$ cat src/rtl/if_stage_if.sv
// ============================================================================
// Module   : if_stage_if
// Brief    : Fetch-stage bus. It carries the instruction memory port, the
//            redirect request and the IF/ID slot handshake.
// Revision : 1.0 - initial release
// ============================================================================
`default_nettype none

interface if_stage_if;
  logic [31:0] imem_pc;
  logic [31:0] imem_inst;
  logic        redirect_valid;
  logic [31:0] redirect_pc;
  logic        id_ready;
  logic        id_valid;
  logic [31:0] id_pc;
  logic [31:0] id_inst;
  logic [31:0] id_pc_plus4;
  logic        fetch_fault;
  logic [31:0] fault_pc;

  modport master (
    output imem_pc, id_valid, id_pc, id_inst, id_pc_plus4, fetch_fault, fault_pc,
    input  imem_inst, redirect_valid, redirect_pc, id_ready
  );

  modport slave (
    input  imem_pc, id_valid, id_pc, id_inst, id_pc_plus4, fetch_fault, fault_pc,
    output imem_inst, redirect_valid, redirect_pc, id_ready
  );
endinterface

`default_nettype wire

$ cat src/rtl/if_stage.sv
// ============================================================================
// Module   : if_stage
// Brief    : Instruction-fetch stage. It owns the PC and fills the IF/ID slot
//            under backpressure. It also handles redirects and halts on an
//            illegal fetch address.
// Revision : 1.0 - initial release
// ============================================================================
`default_nettype none

module if_stage #(
  parameter logic [31:0] RESET_PC   = 32'h0000_0000,
  parameter logic [31:0] ADDR_LIMIT = 32'd24,
  parameter logic [31:0] NOP_INST   = 32'h0000_0013
) (
  input  wire logic   clk,
  input  wire logic   rst,
  if_stage_if.master  bus
);

  localparam logic [1:0] S_IDLE = 2'd0;
  localparam logic [1:0] S_RUN  = 2'd1;
  localparam logic [1:0] S_HALT = 2'd2;
  localparam logic [31:0] c_pc_step = 32'd4;

  logic [1:0]  r_state;
  logic [1:0]  w_next_state;
  logic [31:0] r_pc;
  logic        r_valid;
  logic [31:0] r_id_pc;
  logic [31:0] r_id_inst;
  logic [31:0] r_id_pc_plus4;
  logic        r_fault;
  logic [31:0] r_fault_pc;

  logic        w_slot_free;
  logic        w_legal;
  logic        w_fetch;
  logic        w_fault;

  assign w_slot_free = !r_valid || bus.id_ready;
  assign w_legal     = (r_pc[1:0] == 2'b00) && (r_pc < ADDR_LIMIT);

  always_ff @(posedge clk or posedge rst) begin
    if (rst) begin
      r_state <= S_IDLE;
    end else begin
      r_state <= w_next_state;
    end
  end

  always_comb begin
    w_next_state = r_state;
    if (bus.redirect_valid) begin
      w_next_state = S_RUN;
    end else begin
      case (r_state)
        S_IDLE:  w_next_state = S_RUN;
        S_RUN:   if (w_slot_free && !w_legal) w_next_state = S_HALT;
        S_HALT:  w_next_state = S_HALT;
        default: w_next_state = S_IDLE;
      endcase
    end
  end

  // A redirect suppresses any fetch or fault decision in the same cycle.
  always_comb begin
    w_fetch = 1'b0;
    w_fault = 1'b0;
    if (!bus.redirect_valid && (r_state == S_RUN) && w_slot_free) begin
      w_fetch = w_legal;
      w_fault = !w_legal;
    end
  end

  always_ff @(posedge clk or posedge rst) begin
    if (rst) begin
      r_pc          <= RESET_PC;
      r_valid       <= 1'b0;
      r_id_pc       <= 32'd0;
      r_id_inst     <= NOP_INST;
      r_id_pc_plus4 <= 32'd0;
      r_fault       <= 1'b0;
      r_fault_pc    <= 32'd0;
    end else if (bus.redirect_valid) begin
      r_pc      <= bus.redirect_pc;
      r_valid   <= 1'b0;
      r_id_inst <= NOP_INST;
      r_fault   <= 1'b0;
    end else if (w_fault) begin
      r_fault    <= 1'b1;
      r_fault_pc <= r_pc;
      r_valid    <= 1'b0;
    end else if (w_fetch) begin
      r_valid       <= 1'b1;
      r_id_pc       <= r_pc;
      r_id_inst     <= bus.imem_inst;
      r_id_pc_plus4 <= r_pc + c_pc_step;
      r_pc          <= r_pc + c_pc_step;
    end else if (bus.id_ready) begin
      r_valid <= 1'b0;
    end
  end

  assign bus.imem_pc     = r_pc;
  assign bus.id_valid    = r_valid;
  assign bus.id_pc       = r_id_pc;
  assign bus.id_inst     = r_id_inst;
  assign bus.id_pc_plus4 = r_id_pc_plus4;
  assign bus.fetch_fault = r_fault;
  assign bus.fault_pc    = r_fault_pc;

endmodule

`default_nettype wire

$ cat src/flat_wrapper.sv
// flat-port wrapper written by rule: the top's interface ports become plain ports
module if_stage_flat 
#(
  parameter logic [31:0] RESET_PC   = 32'h0000_0000,
  parameter logic [31:0] ADDR_LIMIT = 32'd24,
  parameter logic [31:0] NOP_INST   = 32'h0000_0013
)
  (clk, rst, bus_imem_pc, bus_id_valid, bus_id_pc, bus_id_inst, bus_id_pc_plus4, bus_fetch_fault, bus_fault_pc, bus_imem_inst, bus_redirect_valid, bus_redirect_pc, bus_id_ready);
  if_stage_if bus_i ();
  input  wire logic clk;
  input  wire logic rst;
  output wire logic [$bits(bus_i.imem_pc)-1:0] bus_imem_pc;
  output wire logic [$bits(bus_i.id_valid)-1:0] bus_id_valid;
  output wire logic [$bits(bus_i.id_pc)-1:0] bus_id_pc;
  output wire logic [$bits(bus_i.id_inst)-1:0] bus_id_inst;
  output wire logic [$bits(bus_i.id_pc_plus4)-1:0] bus_id_pc_plus4;
  output wire logic [$bits(bus_i.fetch_fault)-1:0] bus_fetch_fault;
  output wire logic [$bits(bus_i.fault_pc)-1:0] bus_fault_pc;
  input wire logic [$bits(bus_i.imem_inst)-1:0] bus_imem_inst;
  input wire logic [$bits(bus_i.redirect_valid)-1:0] bus_redirect_valid;
  input wire logic [$bits(bus_i.redirect_pc)-1:0] bus_redirect_pc;
  input wire logic [$bits(bus_i.id_ready)-1:0] bus_id_ready;
  assign bus_imem_pc = bus_i.imem_pc;
  assign bus_id_valid = bus_i.id_valid;
  assign bus_id_pc = bus_i.id_pc;
  assign bus_id_inst = bus_i.id_inst;
  assign bus_id_pc_plus4 = bus_i.id_pc_plus4;
  assign bus_fetch_fault = bus_i.fetch_fault;
  assign bus_fault_pc = bus_i.fault_pc;
  assign bus_i.imem_inst = bus_imem_inst;
  assign bus_i.redirect_valid = bus_redirect_valid;
  assign bus_i.redirect_pc = bus_redirect_pc;
  assign bus_i.id_ready = bus_id_ready;
  if_stage #(.RESET_PC(RESET_PC), .ADDR_LIMIT(ADDR_LIMIT), .NOP_INST(NOP_INST)) u_core (.clk(clk), .rst(rst), .bus(bus_i));
endmodule
$ cat config.mk
export PLATFORM = sky130hd
export DESIGN_NAME = if_stage_flat
export DESIGN_NICKNAME = d
export VERILOG_FILES = /design/src/rtl/if_stage_if.sv /design/src/rtl/if_stage.sv /design/src/flat_wrapper.sv
export SDC_FILE = /design/constraint.sdc
export NUM_CORES = 1
export LEC_CHECK = 0
export CAP_MARGIN = 5
export CORE_MARGIN = 3
export CORE_UTILIZATION = 35
export DETAILED_ROUTE_END_ITERATION = 8
export PLACE_DENSITY_LB_ADDON = 0.3
export SLEW_MARGIN = 20
export SYNTH_ARGS = -nofsm -noshare
export SYNTH_HDL_FRONTEND = slang
export SYNTH_SLANG_ARGS = --single-unit
$ cat constraint.sdc
create_clock -name clk -period 9.8 [get_ports clk]
set_clock_uncertainty 0.2 [all_clocks]
set_input_delay 1.96 -clock clk [delete_from_list [all_inputs] [get_ports clk]]
set_output_delay 1.96 -clock clk [all_outputs]
set_load 0.01 [all_outputs]
==> impl_metrics.yaml <==
run_status:
  status: "finished clean"
cells_and_area:
  area_growth_pct: 48.7
  final_common_cell: "clkdlybuf4s50_1"
  insertedDiodeCount: 0
  fin_util: 0.536
  drive_above_1_share: 0.152
  fin_nets: 736
  register_area_sq_um: 4060
  fillers: 1465
  mostFrequentLayoutCells: "clkdlybuf4s50_1, dfrtp_1, nor2b_1, mux2_2, mux2_1"
  multi_input_area_sq_um: 2040
flow_run:
  cap_violations: 0
yosys:
  synthMuxAreaShare: 0.170
  synth_seq_cells: 162
  synth-xor-area-share: 0.00140
  synth_compound_area_frac: 0.0225
  synth.net_count: 508
  synthSimpleGateAreaFrac: 0.123
  yosysSeqAreaShare: 0.647
  synthCells: 437
  synth_top_family_by_area: "multiplexers"
  synth.cell_area_sq_um: 6270
  synthAdderAreaFrac: 0.00598
  synthDistinctLibCells: 37
  syn_area_per_cell_sq_um: 14.4
  ys_warn_count: 0
clock_tree:
  cts_made_buffers: 17
  clk_latency_ns: 0.42
  clock-sinks: 162
  htree_levels: 4
  postCtsSetupRepairBufs: 0
  cts_root_buf: "clkbuf_16"
  path_clk_slew_ns: 0.06
  cts_resized: 0
  cts_hold_buf: 0
  clock_path_buffers: 2
  cts_tree: "yes"
timing:
  max_slew_margin: 0.425
  post-route-period-util: 0.412
  rsz0062_at_grt: "false"
  tightest_slew_ns: 0.863
  setup_tns_ns: 0
  slew_violations: 0
  hold_viol: 0
  setup_viol: 0
  fmax_mhz: 248
  fin_crit_ns: 4.04
die:
  start_util: 0.360
  num_rows: 48
  core_sq_um: 17400
  ioPinCount: 230
  die_area_sq_um: 19600
  die_h_microns: 140
  die-width_microns: 140
detailed_routing:
  routed_wl_microns: 15500
  vias: 4220
  drt_iter0_drc: 148
  ant_nets: 0
  route.detailed.drc: 0
  via_per_inst: 4.67
  wl_per_cell_microns: 17.2
  dr.pass1.iters: 4
setup_path:
  crit_fanout: 73
  slowest_stage: "buf_4"
  cp-start-kind: "input port"
  startpoint: "bus_redirect_valid"
  path_class: "in -> reg"
  r2r_start: "u_core.bus.imem_pc[16]$_DFFE_PP0P_"
  cp_common_cell: "buf_4"
  required_ns: 9.89
  slowest_delay_ns: 0.52
  setup.worst_path.end_class: "flip-flop"
  cp.arrival_ns: 4.12
  worstPathCellList: "buf_2, buf_4, inv_1, nand3_1, nor3_4, buf_4, mux2_1"
grt:
  grt_max_degree: 94
  grt_pass1_vias: 4620
  antenna_found_initial: 0
  overflow: 0
  track_usage: 0.161
  grt_pass1_wl_microns: 25000
min_path:
  min-delay-start: "u_core.bus.id_pc[4]$_DFFE_PP0P_"
  hold_class: "reg -> reg"
place:
  port_buffers: 229
  gp_congestion: 0.779
  dp_hpwl_microns: 10800
power_and_ir_drop:
  worst_ir_drop_vdd_uv: 124
  p_leak_nw: 4.19
  power.density_nw_per_um2: 203
==> path summary, 6_finish.rpt <==
check | endpoint | depth (start not counted) | slack [ns]
worst max-delay path | u_core.bus.id_inst[27]$_DFFE_PP0P_ | 7 | 5.76
max in group asynchronous | u_core.bus.id_pc_plus4[14]$_DFFE_PP0P_ | 3 | 6.13
worst max register to register | u_core.bus.id_inst[27]$_DFFE_PP0P_ | 5 | 6.95
min in group asynchronous | u_core.bus.id_pc_plus4[25]$_DFFE_PP0P_ | 2 | 1.90
worst min-delay path | u_core.bus.id_pc[4]$_DFFE_PP0P_ | 1 | 0.29
worst min register to register | u_core.bus.id_pc[4]$_DFFE_PP0P_ | 1 | 0.29
==> logic make-up (layout without fill, tap and decap cells) <==
logic type      after synthesis  count (layout)
flops                       162             162
simple gates                123             123
mux                          95              95
buf+inv                      32             273
compound gates               21              21
fa+ha+maj                     3               3
xor+xnor                      1               1
==> metrics by stage <==
step | cell area, sq um | hold slack [ns] | total power, W | setup WS (ns) | instances
4_1_cts | 9300 | 0.291 | 0.00192 | 5.82 | 902
6_report | 9330 | 0.288 | 0.00189 | 5.76 | 903
5_1_grt | 9330 | 0.305 | 0.00199 | 5.65 | 903
3_3_place_gp | 8720 | 0.271 | 0.00124 | 5.50 | 870
3_5_place_dp | 8720 | 0.277 | 0.00126 | 5.38 | 870
2_1_floorplan | 6270 | 0.326 | 0.00101 | 3.27 | 437
==> per-layer routing <==
metal | wire length, microns | vias to the layer above | track usage
met5 | 0 | - | 0
met4 | 158 | 0 | 0.0449
met3 | 1420 | 9 | 0.0765
met2 | 7370 | 152 | 0.257
met1 | 6570 | 2106 | 0.197
li1 | - | 1953 | -
==> power breakdown <==
group / switching (W) / internal [W] / total, W
Clock: 0.000273 / 0.000368 / 0.000641
Sequential: 0.0000603 / 0.000757 / 0.000818
Combinational: 0.000171 / 0.000263 / 0.000434
Total: 0.000505 / 0.00139 / 0.00189
==> area by class of cell <==
cell class,count,share of cell area
sequential,162,0.435
clock buffer,20,0.0489
tap,225,0.0302
multi-input combinational,243,0.218
inverter,7,0.00335
clock inverter,12,0.0133
timing repair buffer,234,0.251
==> cell usage after synthesis <==
master	n	area, sq um
dfrtp_1	159	3980
nor2b_1	88	551
mux2_2	57	642
mux2_1	38	428
buf_4	10	75.1
clkbuf_1	9	33.8
nor2_1	8	30.0
inv_1	7	26.3
o21ai_0	7	35.0
nor4_1	6	37.5
buf_6	4	45.0
nand4_1	4	25.0
a21oi_1	3	15.0
dfstp_2	3	78.8
ha_1	3	37.5
nand2_1	3	11.3
nor3_1	3	15.0
a31oi_1	2	12.5
and4_1	2	17.5
nand2b_1	2	12.5
nand3_1	2	10.0
nand4_2	2	25.0
a211o_1	1	8.76
a211oi_1	1	7.51
a311o_1	1	10.0
a311oi_1	1	8.76
a41oi_1	1	8.76
buf_1	1	3.75
buf_2	1	5.00
nor3_4	1	16.3
nor4_2	1	12.5
o21ai_2	1	8.76
o311a_1	1	10.0
o311ai_0	1	8.76
o31ai_1	1	7.51
or4_1	1	7.51
xor2_1	1	8.76
==> worst max-delay path, delay by kind of cell <==
kind | cells | cell delay (ns)
mux | 1 | 0.39
buf+inv | 4 | 1.23
simple gates | 2 | 0.44
==> registers in the layout, indices dropped and copies added, names as in the netlist <==
signal / count
u_core.bus.fault_pc: 32
u_core.bus.id_inst: 32
u_core.bus.id_pc_plus4: 32
u_core.bus.imem_pc: 32
u_core.bus.id_pc: 30
u_core.r_state: 2
u_core.bus.fetch_fault: 1
u_core.bus.id_valid: 1
Note: power is estimated with default switching activity, not from simulation.
